## config.mk

```make
export PLATFORM = sky130hd
export DESIGN_NAME = wx_horner_poly_flat
export DESIGN_NICKNAME = d
export VERILOG_FILES = /design/src/rtl/wx_horner_poly_if.sv /design/src/rtl/wx_horner_poly.sv /design/src/flat_wrapper.sv
export SDC_FILE = /design/constraint.sdc
export NUM_CORES = 2
export LEC_CHECK = 0
export CAP_MARGIN = 15
export CELL_PAD_IN_SITES_DETAIL_PLACEMENT = 2
export CELL_PAD_IN_SITES_GLOBAL_PLACEMENT = 2
export CORE_UTILIZATION = 40
export CTS_CLUSTER_DIAMETER = 80
export CTS_CLUSTER_SIZE = 30
export DETAILED_ROUTE_END_ITERATION = 10
export PLACE_DENSITY = 0.84
export SYNTH_ARGS = -nofsm -noshare
export SYNTH_HDL_FRONTEND = slang
export SYNTH_SLANG_ARGS = --single-unit
```

## constraint.sdc

```tcl
create_clock -name in_clock -period 7.5 [get_ports in_clock]
set_clock_uncertainty 0.05 [all_clocks]
set_input_delay 1.125 -clock in_clock [delete_from_list [all_inputs] [get_ports in_clock]]
set_output_delay 1.125 -clock in_clock [all_outputs]
set_load 0.01 [all_outputs]
```

## src/rtl/wx_horner_poly_if.sv

```systemverilog
// Stream bundle for the Horner evaluator: sample input stream and result output stream.
interface wx_horner_poly_if #(
  parameter int DATA_W = 16,
  parameter int OUT_W  = 48
);
  logic [DATA_W-1:0] axis_s_tdata;
  logic              axis_s_tvalid;
  logic              axis_s_tready;
  logic [OUT_W-1:0]  axis_m_tdata;
  logic              axis_m_tuser;
  logic              axis_m_tvalid;
  logic              axis_m_tready;

  modport slave (
    input  axis_s_tdata, axis_s_tvalid, axis_m_tready,
    output axis_s_tready, axis_m_tdata, axis_m_tuser, axis_m_tvalid
  );

  modport master (
    output axis_s_tdata, axis_s_tvalid, axis_m_tready,
    input  axis_s_tready, axis_m_tdata, axis_m_tuser, axis_m_tvalid
  );
endinterface

```

## src/rtl/wx_horner_poly.sv

```systemverilog
// Sequential polynomial evaluator, one Horner multiply-accumulate per cycle.
// state | meaning
// IDLE  | ready for a sample; accept latches x and coefficients
// CALC  | one Horner step per cycle, step counts down to 0
// DONE  | result held on the output until the consumer takes it
module wx_horner_poly #(
  parameter int DATA_W = 16,
  parameter int COEF_W = 16,
  parameter int DEGREE = 3,
  parameter int OUT_W  = 48
) (
  input  logic                         in_clock,
  input  logic                         in_reset,
  input  logic [(DEGREE+1)*COEF_W-1:0] coef,
  wx_horner_poly_if.slave              axis
);
  localparam int STEP_W = $clog2(DEGREE + 1);
  localparam int FULL_W = OUT_W + DATA_W + 1;

  localparam logic [1:0] IDLE = 2'd0;
  localparam logic [1:0] CALC = 2'd1;
  localparam logic [1:0] DONE = 2'd2;

  logic [1:0]        state;
  logic [OUT_W-1:0]  acc;
  logic              ovf;
  logic [STEP_W-1:0] step;
  logic [DATA_W-1:0] x_q;
  logic [COEF_W-1:0] c_q [DEGREE+1];

  logic [STEP_W-1:0] step_m1;
  logic [FULL_W-1:0] full;
  logic              accept;

  assign step_m1 = step - STEP_W'(1);
  // Wide enough that nothing is lost before the overflow test.
  assign full    = FULL_W'(acc) * FULL_W'(x_q) + FULL_W'(c_q[step_m1]);

  assign axis.axis_s_tready = (state == IDLE) && !in_reset;
  assign accept             = axis.axis_s_tvalid && axis.axis_s_tready;

  assign axis.axis_m_tvalid = (state == DONE);
  assign axis.axis_m_tdata  = acc;
  assign axis.axis_m_tuser  = ovf;

  always_ff @(posedge in_clock or posedge in_reset) begin
    if (in_reset) begin
      state <= IDLE;
      acc   <= '0;
      ovf   <= 1'b0;
      step  <= '0;
      x_q   <= '0;
      for (int i = 0; i <= DEGREE; i++) c_q[i] <= '0;
    end else begin
      case (state)
        IDLE: begin
          if (accept) begin
            x_q <= axis.axis_s_tdata;
            for (int i = 0; i <= DEGREE; i++) c_q[i] <= coef[i*COEF_W +: COEF_W];
            acc   <= OUT_W'(coef[DEGREE*COEF_W +: COEF_W]);
            ovf   <= 1'b0;
            step  <= STEP_W'(DEGREE);
            state <= CALC;
          end
        end
        CALC: begin
          acc  <= full[OUT_W-1:0];
          ovf  <= ovf | (|full[FULL_W-1:OUT_W]);
          step <= step_m1;
          if (step == STEP_W'(1)) state <= DONE;
        end
        DONE: begin
          if (axis.axis_m_tready) state <= IDLE;
        end
        default: state <= IDLE;
      endcase
    end
  end
endmodule

```

## src/flat_wrapper.sv

```systemverilog
// flat-port wrapper written by rule: the top's interface ports become plain ports
module wx_horner_poly_flat 
#(
  parameter int DATA_W = 16,
  parameter int COEF_W = 16,
  parameter int DEGREE = 3,
  parameter int OUT_W  = 48
)
  (in_clock, in_reset, coef, axis_axis_s_tdata, axis_axis_s_tvalid, axis_axis_m_tready, axis_axis_s_tready, axis_axis_m_tdata, axis_axis_m_tuser, axis_axis_m_tvalid);
  wx_horner_poly_if #(.DATA_W(DATA_W), .OUT_W(OUT_W)) axis_i ();
  input  logic in_clock;
  input  logic in_reset;
  input  logic [(DEGREE+1)*COEF_W-1:0] coef;
  input wire logic [$bits(axis_i.axis_s_tdata)-1:0] axis_axis_s_tdata;
  input wire logic [$bits(axis_i.axis_s_tvalid)-1:0] axis_axis_s_tvalid;
  input wire logic [$bits(axis_i.axis_m_tready)-1:0] axis_axis_m_tready;
  output wire logic [$bits(axis_i.axis_s_tready)-1:0] axis_axis_s_tready;
  output wire logic [$bits(axis_i.axis_m_tdata)-1:0] axis_axis_m_tdata;
  output wire logic [$bits(axis_i.axis_m_tuser)-1:0] axis_axis_m_tuser;
  output wire logic [$bits(axis_i.axis_m_tvalid)-1:0] axis_axis_m_tvalid;
  assign axis_i.axis_s_tdata = axis_axis_s_tdata;
  assign axis_i.axis_s_tvalid = axis_axis_s_tvalid;
  assign axis_i.axis_m_tready = axis_axis_m_tready;
  assign axis_axis_s_tready = axis_i.axis_s_tready;
  assign axis_axis_m_tdata = axis_i.axis_m_tdata;
  assign axis_axis_m_tuser = axis_i.axis_m_tuser;
  assign axis_axis_m_tvalid = axis_i.axis_m_tvalid;
  wx_horner_poly #(.DATA_W(DATA_W), .COEF_W(COEF_W), .DEGREE(DEGREE), .OUT_W(OUT_W)) u_core (.in_clock(in_clock), .in_reset(in_reset), .coef(coef), .axis(axis_i));
endmodule
```

== Word level (Yosys, flattened, before mapping) ==
Index checks and enable logic that the tools add are counted.
Operators by class
  $add $sub $neg: 2
  $mul: 1
  div/mod/pow operators: 0
  $lt $le $gt $ge: 1
  equality and inequality tests: 6
  shift operators: 0
  muxes and demuxes: 13
  bitwise gates (word level): 2
  reduce and logical (&&, ||, !) cells: 9
Operator list (number)
  $pmux W48 S2: 1
  $add A64 B16 Y65: 1
  $mul A48 B16 Y64: 1
  $mux W48: 1
  $bmux W16 S2: 1
  $mux W16: 2
  $reduce_or A17 Y1: 1
  $mux W2: 4
  $pmux W2 S3: 1
  $eq A2 B1 Y1 const B: 2
  $ne A2 B1 Y1 const B: 2
  $pmux W2 S2: 1
  $reduce_and A2 Y1: 2
  $ge A3 B3 Y1 const B: 1
  $not A2 Y3: 1
  $reduce_and A3 Y1: 1
  $eq A2 B2 Y1 const B: 1
  $logic_and A1 B1 Y1: 2
  $logic_not A2 Y1: 1
  $ne A2 B2 Y1 const B: 1
  $pmux W1 S2: 1
  $reduce_bool A2 Y1: 1
  $sub A2 B1 Y2 const B: 1
  $logic_not A1 Y1: 1
  2 further kinds: 2
Word-level totals
  flip-flop bits (word level): 133
  bits in latches: 0
  RAM bits: 0
  bits in read-only memories: 0
  bits of input ports: 84
  output and inout bits: 51
  word-level logic and storage cells: 43
  memories: 0

== Longest topological paths before layout ==
  depth after elaboration: 9
  mapped depth: 26
  depth with buffers taken out: 24

== Worst setup path after synthesis ==
Ideal clock, no wire load.
  path kind: reg-to-reg
  start: register u_core.acc[31] (netlist: u_core.axis.axis_m_tdata[31])
  end: register u_core.ovf (netlist: u_core.axis.axis_m_tuser)
  setup time: 0.136 ns
  arrival: 6.274 ns
  data required time: 7.314 ns
  path slack: 1.041 ns
  cell stages (with the launch flop): 27
  path buffers: 3
  clock period less this slack: 6.459 ns
  cells stage by stage: dfrtp_1 clkbuf_1 clkbuf_1 nand2_1 fa_1 inv_1 fa_1 inv_1 fa_1 inv_1 fa_1 fa_1 inv_1 fa_1 inv_1 ha_1 clkbuf_1 nand2_1 nor2_1 nand4_1 nor2b_1 nor4b_4 o31ai_4 a2111oi_0 o211ai_1 nor4_1 a31oi_1
Between the ends
  cells in the longest elaborated chain, start to end: 5
Ends and longest elaborated chain
  start: declaration: RTL line wx_horner_poly.sv:25  | logic [OUT_W-1:0] acc;
  start signal: assignment: RTL line wx_horner_poly.sv:60  | acc <= OUT_W'(coef[DEGREE*COEF_W +: COEF_W]);
  start signal: assignment: RTL line wx_horner_poly.sv:67  | acc <= full[OUT_W-1:0];
  $mul A48 B16 Y64: RTL line wx_horner_poly.sv:37  | assign full = FULL_W'(acc) * FULL_W'(x_q) + FULL_W'(c_q[step_m1]);
  $add A64 B16 Y65: RTL line wx_horner_poly.sv:37
  $reduce_or A17 Y1: RTL line wx_horner_poly.sv:68  | ovf <= ovf | (|full[FULL_W-1:OUT_W]);
  $or A1 B1 Y1: RTL line wx_horner_poly.sv:68
  $pmux W1 S2: RTL line wx_horner_poly.sv:55  | case (state)
  end signal: assignment: RTL line wx_horner_poly.sv:68
  end: declaration: RTL line wx_horner_poly.sv:26  | logic ovf;
No other way between the ends.
A chain may end at the register's enable or synchronous reset.

== Worst setup path after layout ==
  start: register u_core.x_q[4]
  end: register u_core.ovf (netlist: u_core.axis.axis_m_tuser)
Between the ends
  cells in the longest elaborated chain, start to end: 5
Ends and longest elaborated chain
  start: declaration: RTL line wx_horner_poly.sv:28  | logic [DATA_W-1:0] x_q;
  start signal: assignment: RTL line wx_horner_poly.sv:58  | x_q <= axis.axis_s_tdata;
  $mul A48 B16 Y64: RTL line wx_horner_poly.sv:37
  $add A64 B16 Y65: RTL line wx_horner_poly.sv:37
  $reduce_or A17 Y1: RTL line wx_horner_poly.sv:68
  $or A1 B1 Y1: RTL line wx_horner_poly.sv:68
  $pmux W1 S2: RTL line wx_horner_poly.sv:55
No other way between the ends.

==> flow_summary_export.csv <==
group,metric,value,unit
setup_path,cp_slowest_cell,"fa_1",
hold_path,min_from,"u_core.c_q[16]",
placement,placed_area,34100,um2
routing,first_pass_iters,5,
synth,yosysSeqAreaShare,10.6,%
global_routing,grt_use_total,31.8,%
synth,yosys-top-cells-area,"fa_1 42%, dfrtp_1 11%, inv_1 10%, nand2_1 9.1%, ha_1 7.0%",
setup_path,worstPathArrival,7720,ps
routing,vias_per_cell,5.39,
setup_path,rrSetupSlack,100,ps
clock_tree,clk_path_buf_depth,2,
synth,yosys.cell_types.count,78,
placement,post-place-ws,97.2,ps
synth,synthesis.area,31400,um2
routing,wl_per_cell,25.5,um
timing,finalMaxSlewViolations,0,
synth,async_flop_share,100,%
placement,finalWeightedCongestion,0.906,
routing,num_vias,25800,
global_routing,grt_antenna_before_repair,2,
final_layout,layout-drive-gt1-share,5.29,%
routing,wl,122,mm
timing,worst_slack,97.7,ps
setup_path,crit_fanout,11,
setup_path,cp-start-kind,"flip-flop",
timing,max_slew_margin,24.9,%
clock_tree,cts_sinks,133,
setup_path,rr_worst_depth,24,
timing,tightest_slew,1120,ps
final_layout,layout_commonest_cell,"inv_1",
timing,fmax,135,MHz
synth,yosys_register_bits,133,
timing,finalHoldViolations,0,
hold_path,min_delay_path_depth,2,
floorplanning,io_pins,135,
clock_tree,clock_latency,500,ps
setup_path,cpMostUsedCell,"fa_1",
synth,syn_inst,3687,
floorplanning,core,77600,um2
clock_tree,cts_tree,"done",
setup_path,cp_cell_sequence,"buf_4 > and2_1 > fa_1 > inv_1 > fa_1 > fa_1 > inv_1 > fa_1 > fa_1 > inv_1 > fa_1 > inv_1 > ha_1 > a21oi_1 > o211ai_1 > a31oi_1 > buf_4 > nor2_1 > a31oi_1 > nand2_1 > a311oi_2 > xnor2_1 > nor4_1 > a31oi_1",
setup_path,critPathCaptureType,"flip-flop",
hold_path,hold_class,"flip-flop to flip-flop",
synth,syn_nets,4605,
final_layout,mostFrequentLayoutCells,"860 x inv_1, 761 x nand2_1, 659 x fa_1",
clock_tree,postCtsHoldBufs,0,
clock_tree,htreeDepth,4,
synth,synth.avg_cell_area,8.52,um2
timing,period_share,98.7,%
global_routing,grt_max_degree,88,
setup_path,worstPathRequired,7810,ps
clock_tree,clkTransAtPathRegs,90,ps
routing,postRouteAntennaNets,0,
synth,synth_ff_type,"dfrtp_1",
final_layout,fin_util,45.0,%
floorplanning,chipWidth,282,um
final_layout,nFillCells,8617,
synth,ys_warn_count,0,
routing,drcViolationCount,0,
synth,synth_edf_count,0,
final_layout,fin_cells,4782,
placement,portBuffers,134,
final_layout,final_area,34900,um2
clock_tree,clock_tree.root_cell,"clkbuf_16",
synth,yosys.area.top_type_share,42.0,%
setup_path,worstSetupPathType,"flip-flop to flip-flop",
run,drv_cap,0,
setup_path,critPathMaxStageDelay,580,ps
status,status,"complete, no violations",
hold_path,whs_endpoint,"u_core.c_q[16]",
timing,post-route-min-period,7400,ps
final_layout,num-nets-final,4646,
floorplanning,initial_core_util,40.5,%
setup_path,reg2reg_from,"u_core.x_q[4]",
setup_path,r2r_end,"u_core.axis.axis_m_tuser",
floorplanning,die_area,79600,um2
placement,hpwl,95.7,mm
synth,yosysTopAreaCell,"fa_1",
routing,first_iter_violations,1333,
clock_tree,cts_inserted_buffers,17,
global_routing,overflow,0,
placement,post-place-cells,4744,
final_layout,syn_to_final_growth,11.1,%
floorplanning,die_height,282,um
global_routing,grt_pass1_vias,31700,
global_routing,grt_pass1_wl,189,mm
floorplanning,fp-row-count,102,
timing,setup_violations,0,
-- sequential cells by signal (all words and copies together) (netlist names) --
name	flops
u_core.c_q	64
u_core.axis.axis_m_tdata	48
u_core.x_q	16
u_core.state	2
u_core.step	2
u_core.axis.axis_m_tuser	1
-- worst max path at each step --
stage	cells after the start	end	slack (ps)	startpoint
3_5_place_dp	22	u_core.axis.axis_m_tuser	100	u_core.x_q[7]
3_3_place_gp	22	u_core.axis.axis_m_tuser	410	u_core.x_q[7]
2_1_floorplan	26	u_core.axis.axis_m_tuser	1040	u_core.axis.axis_m_tdata[31]
5_1_grt	24	u_core.axis.axis_m_tuser	-10	u_core.x_q[4]
6_report	24	u_core.axis.axis_m_tuser	100	u_core.x_q[4]
4_1_cts	22	u_core.axis.axis_m_tuser	70	u_core.x_q[7]
-- layout make-up --
| class | instances | area [um2] | share of cell area [%] |
|---|---|---|---|
| multi-input combinational | 2489 | 24100 | 69.0 |
| sequential | 133 | 3380 | 9.70 |
| inverter | 861 | 3240 | 9.28 |
| timing repair buffer | 226 | 2260 | 6.48 |
| tap | 1040 | 1300 | 3.73 |
| clock buffer | 17 | 425 | 1.22 |
| clock inverter | 15 | 194 | 0.556 |
| antenna | 1 | 2.50 | 0.00717 |
-- repair_timing --
item	in CTS	in global routing
endpoints found under the setup margin	0	1
setup buffers	0	5
endpoints found under the hold margin	0	0
resized for setup	0	31
-- layer usage --
layer	vias to the layer above	track usage [%]	wire [um]
li1	10900	-	-
met1	13900	37.9	48200
met2	696	58.4	64600
met3	265	3.09	4240
met4	0	12.7	5010
met5	-	0	0
-- per-stage QoR --
| stage | TNS, ps | hold slack, ps |
|---|---|---|
| after floorplan | 0 | 390 |
| after global placement | 0 | 405 |
| after detailed placement | 0 | 412 |
| after CTS | 0 | 431 |
| after global routing | -10.2 | 455 |
| final | 0 | 427 |
-- worst max-delay path: cells and delay by family, from the launching register on --
kind,cells,cell delay (ps)
AND/OR/NAND/NOR,4,800
AO/OA/AOI/OAI,6,1410
buffers and inverters,6,680
XOR/XNOR,1,120
adder cells (fa/ha/maj),7,3590
flip-flops,1,570
-- cells by family after synthesis --
family	count (synthesis)	synth area share, %
multiplexers	20	1.28
flip-flops	133	10.6
AND/OR/NAND/NOR	1312	19.5
adder cells (fa/ha/maj)	834	49.0
XOR/XNOR	47	1.31
buffers and inverters	1065	12.8
AO/OA/AOI/OAI	276	5.50
-- cell usage after synthesis, types with 14 or more instances --
| cell | count |
|---|---|
| inv_1 | 861 |
| nand2_1 | 762 |
| fa_1 | 659 |
| and2_1 | 347 |
| clkbuf_1 | 183 |
| ha_1 | 175 |
| dfrtp_1 | 133 |
| a21oi_1 | 81 |
| nor2_1 | 63 |
| o21ai_0 | 63 |
| nand3_1 | 50 |
| nand4_1 | 27 |
| xor2_1 | 24 |
| xnor2_1 | 23 |
| o21ai_1 | 22 |
| a31oi_1 | 20 |
| buf_2 | 17 |
| mux4_2 | 16 |
| nor3_1 | 14 |
| o21a_1 | 14 |
Power is not shown: default switching activity piles up to over one toggle a cycle in this logic, so the estimate is an artifact.
